File: src/rtl/sr_latch_sync.sv
// Bank of WIDTH clocked NOR-style SR cells with a synchronous reset.
// A cell that leaves the s=r=1 state through s=r=0 settles to the cleared state.
module sr_cell #(
  parameter logic RESET_VAL = 1'b0
) (
  input  logic clk,
  input  logic rst,
  input  logic s,
  input  logic r,
  output logic q,
  output logic qn,
  output logic illegal
);

  always_ff @(posedge clk) begin
    if (rst) begin
      q       <= RESET_VAL;
      qn      <= ~RESET_VAL;
      illegal <= 1'b0;
    end else begin
      unique case ({s, r})
        2'b10: begin
          q       <= 1'b1;
          qn      <= 1'b0;
          illegal <= 1'b0;
        end
        2'b01: begin
          q       <= 1'b0;
          qn      <= 1'b1;
          illegal <= 1'b0;
        end
        2'b11: begin
          q       <= 1'b0;
          qn      <= 1'b0;
          illegal <= 1'b1;
        end
        default: begin
          // Hold; an illegal cell resolves to the cleared state instead of racing.
          if (illegal) begin
            q       <= 1'b0;
            qn      <= 1'b1;
            illegal <= 1'b0;
          end
        end
      endcase
    end
  end

endmodule

module sr_latch_sync #(
  parameter int               WIDTH     = 1,
  parameter logic [WIDTH-1:0] RESET_VAL = '0
) (
  input  logic             clk,
  input  logic             rst,
  input  logic [WIDTH-1:0] s,
  input  logic [WIDTH-1:0] r,
  output logic [WIDTH-1:0] q,
  output logic [WIDTH-1:0] qn,
  output logic [WIDTH-1:0] illegal,
  output logic             illegal_any
);

  for (genvar i = 0; i < WIDTH; i++) begin : g_cell
    sr_cell #(.RESET_VAL(RESET_VAL[i])) u_cell (
      .clk     (clk),
      .rst     (rst),
      .s       (s[i]),
      .r       (r[i]),
      .q       (q[i]),
      .qn      (qn[i]),
      .illegal (illegal[i])
    );
  end

  assign illegal_any = |illegal;

endmodule

File: config.mk
export PLATFORM = sky130hd
export DESIGN_NAME = sr_latch_sync
export DESIGN_NICKNAME = d
export VERILOG_FILES = /design/src/rtl/sr_latch_sync.sv
export SDC_FILE = /design/constraint.sdc
export NUM_CORES = 1
export LEC_CHECK = 0
export CAP_MARGIN = 30
export CORE_AREA = 2 2 39 41
export DETAILED_ROUTE_END_ITERATION = 10
export DIE_AREA = 0 0 41 43
export DONT_BUFFER_PORTS = 1
export PLACE_DENSITY = 0.3
export SYNTH_ARGS = -nofsm -noshare
export SYNTH_HDL_FRONTEND = slang
export SYNTH_SLANG_ARGS = --single-unit
File: constraint.sdc
create_clock -name clk -period 0.8 [get_ports clk]
set_clock_uncertainty 0.1 [all_clocks]
set_input_delay 0.12 -clock clk [delete_from_list [all_inputs] [get_ports clk]]
set_output_delay 0.12 -clock clk [all_outputs]
set_load 0.05 [all_outputs]
== Yosys cells after proc, flatten, opt, wreduce, memory -nomap -nowiden ==
Cells that the tools add are included.

* Output and inout port bits: 4
* Memories: 0
* Word-level logic and storage cells: 15
* Register bits after elaboration: 3
* Bits in read-only memories: 0
* Memory bits (writable): 0
* Bits in latches: 0

* Mux-type cells: 5
* $mul: 0
* Add/sub/neg operators: 0
* Div/mod/pow operators: 0
* Shift-type cells: 0
* Reductions and logical operators: 4
* Eq/ne operators: 3
* Bitwise operators: 0
* $lt $le $gt $ge: 0

{| class="wikitable"
|+ Operators with widths
! kind !! number
|-
| nonzero test 3 bit || 2
|-
| equality test 2 bit, second input constant || 2
|-
| one-hot mux 1 bit (2 select lines) || 2
|-
| OR reduction 2 bit || 2
|-
| two-way mux 1 bit || 3
|-
| equality test 2 x 1 -> 1 bit, second input constant || 1
|}

== Depth between registers and ports, before layout ==
* Word-level depth: 3
* Mapped depth: 2
* Mapped depth without buffers: 2

== By module ==
From an unflattened synthesis, not the netlist that was laid out.

* Cells, all modules: 11
* Area total of the unflattened synthesis: 105.1 um^2

{| class="wikitable"
|+ Modules (own cells, without submodules)
! module !! sequential area each (um^2) !! cells each !! times used !! area an instance (um^2)
|-
| sr_cell || 60.1 || 10 || 1 || 97.6
|-
| sr_latch_sync || 0.0 || 1 || 1 || 7.5
|}

== Least setup slack after synthesis ==
OpenSTA, ideal clock, no wires.

* Path kind: reg2out
* Start: reg g_cell[0].u_cell.illegal
* End: out illegal_any
* Path buffers: 1
* Stages on the path, launching flop included: 2
* Path slack: -0.353 ns
* Arrival: 0.933 ns
* Path through: dfxtp_1 -> buf_4

{| class="wikitable"
|+ RTL lines
! what !! line !! text
|-
| start: declaration || 12 || <nowiki>output logic illegal</nowiki>
|-
| start signal: assignment || 19 || <nowiki>illegal <= 1'b0;</nowiki>
|-
| start signal: assignment || 25 || <nowiki>illegal <= 1'b0;</nowiki>
|-
| start signal: assignment || 30 || <nowiki>illegal <= 1'b0;</nowiki>
|-
| end: declaration || 62 || <nowiki>output logic illegal_any</nowiki>
|}

No word-level cell between the ends.

== Final worst setup path ==
* Start: reg g_cell[0].u_cell.illegal
* End: out illegal_any

No word-level cell between the ends.

==> results.md <==
* Fmax at 1020 MHz
* Drt total wl at 259 um
* Worst vdd ir at 330 uV
* CTS buffer count at 3
* Worst path depth at 1
* FF-to-FF setup slack at -0.02 ns
* Root buffer cell: clkbuf_4
* Nets at 25
* Initial core utilization at 7.59%
* Final count of hold timing violations at 0
* Leading area contributor after synthesis: dfxtp_1
* # port buffers at 0
* Critical path cell sequence: buf_12
* Synth Area per Inst at 9.55 um2
* Drt drc at 0
* Outcome: complete, but fails checks
* Seq/Total Area, Yosys at 57.1%
* Placed Cells at 29
* Finished Layout Cells at 36
* CP Launch Type: flip-flop
* Cell area after synthesis at 105 um2
* Max-cap violation count at 0
* Final WS setup at -0.176 ns
* Rel. slew slack at 89.4%
* Worst slew pin tran at 0.158 ns
* CP Max Fanout at 3
* Num rows at 14
* Slowest CP cell: dfxtp_4
* CP delay by family, top: flip-flops
* Synth-to-layout area growth at 131%
* Simple-Gate Fraction of Synth Area at 21.4%
* Synth cell count leaders: 3 x dfxtp_1, 2 x nor2_1
* P per Cell Area at 2100 nW/um2
* Synth top area share at 57.1%
* ANT nets after route at 0
* Worst Path Arrival at 0.76 ns
* Main combinational cell family by area after synthesis: simple AND/OR/NAND/NOR gates
* Count leader, synth: dfxtp_1
* Tightest Hold Check Type: in2reg
* WL/cell at 7.19 um
* Core area at 1380 um2
* YS warnings at 0
* H-tree Lvls at 1
* Adder-cell share of the synthesized area at 0%
* Mapped Nets at 15
* Vias after detailed routing at 108
* Gate Count Post-Synth at 11
* CTS Buffer Depth at 2
* Async SR Flop Fraction at 0%
* Synth cell types at 8
* Xor-xnor portion of the synthesized cell area at 0%
* R2R depth at 2
* Worst-skew pair later-pin latency at 0.23 ns
* Fin crit period at 0.976 ns
* Initial antenna violation count at 0
* Global-route wire length before repair at 483 um
* Post-route setup TNS at -0.626 ns
* GP Congestion at 0.466
* Top FF cell, synth: dfxtp_1
* Leakage at 0.120 nW
* Seq cells post-synth at 3
* Total GRT Usage at 5.00%
* Final setup fails at 6
* Drt pass-1 iters at 1
* Largest net degree at the start of global routing at 4
* Die width at 41 um
* Critical path class: reg2out
* WHS Path Cells at 2
* Grt total ovfl at 0
* Ports at 8
* Share of cells above drive strength 1 at 45.0%
* Antenna diodes at 0
* Crit. End Element: output pin
* Chip height at 43 um
* Failing checks: setup timing
* Slew Viols, Final at 0
* Vias per cell at 3.00
* CTS tree: built
* CP peak stage delay at 0.36 ns
* Number of global-route vias before repair at 128
* DR iter-0 viols at 0
* WHS at 0.0915 ns
* EDFF count, synth at 0
* Clk sink count at 3
* Crit path buffers/inverters at 1
* Post-synthesis mux area share at 0%
* Leading post-synthesis cells by cell area: dfxtp_1 57%, buf_4 7.1%, nor2_1 7.1%
* Clock transition at path regs at 0.04 ns
* Pwr Total at 509 uW
* WP data required at 0.58 ns
* Final cycle utilization of the critical path at 122%
* Synth Area in Compound Gates at 14.3%
* RSZ-0062 raised after global routing: yes
* Area of the die at 1760 um2
sequential cells by signal (all words and copies together) (netlist names):
register,cells
g_cell.u_cell.illegal,1
g_cell.u_cell.q,1
g_cell.u_cell.qn,1
layout by cell type, fill, tap and decap left out:
| master | n |
|---|---|
| o21bai_1 | 1 |
| buf_12 | 1 |
| nand2_1 | 1 |
| buf_8 | 2 |
| nor2b_1 | 1 |
| clkbuf_1 | 1 |
| dfxtp_4 | 3 |
| dlymetal6s4s_1 | 3 |
| nor3_1 | 1 |
| clkbuf_4 | 3 |
| o21a_1 | 1 |
| nor2_1 | 2 |
worst reg2reg max path, stage by stage (launching register included):
cell	delay, ns
dfxtp_4	0.33
nor2b_1	0.12
o21a_1	0.15
metal layers:
metal	GRT usage (%)	vias to the layer above	part of all wire (%)	wire length, um
li1	-	53	-	-
met4	8.00	0	0	0
met5	0	-	0	0
met1	4.44	48	42	110
met3	4.71	0	18	46
met2	4.69	7	39	101
report_power, final:
group | total (mW) | switching, mW | internal [mW]
sequential | 0.161 | 0.00727 | 0.154
combinational | 0.0883 | 0.0470 | 0.0412
clock | 0.259 | 0.0728 | 0.187
total | 0.509 | 0.127 | 0.382
stage by stage:
| stage | util, % | worst slack, ns | cell area (um2) |
|---|---|---|---|
| floorplan | - | -0.0867 | 116 |
| global placement | 11.8 | -0.00231 | 164 |
| detailed placement | 11.8 | -0.00280 | 164 |
| CTS | 17.0 | -0.192 | 235 |
| global route | 17.5 | -0.211 | 243 |
| finish | 17.5 | -0.176 | 243 |
area by class of cell:
type | instances | area (um2)
sequential | 3 | 71.3
timing repair buffer | 6 | 87.6
clock buffer | 4 | 26.3
fill | 160 | 1140
tap | 16 | 20.0
multi-input combinational | 7 | 37.5
cells by family after synthesis:
logic type      count (synthesis)
flops                           3
compound gates                  2
simple gates                    5
buf+inv                         1
final timing paths:
check,from,end
max,g_cell[0].u_cell.illegal,illegal_any
min,rst,g_cell[0].u_cell.illegal
max reg2reg,g_cell[0].u_cell.q,g_cell[0].u_cell.q
min reg2reg,g_cell[0].u_cell.qn,g_cell[0].u_cell.qn
repair_timing:
action                                  in CTS  in global routing
gates resized for setup                      4                  3
setup buffers                                0                  0
endpoints found under the setup margin       5                  7
endpoints found under the hold margin        3                  0
hold buffers                                 3                  0
Note: power is estimated with default switching activity, not from simulation.
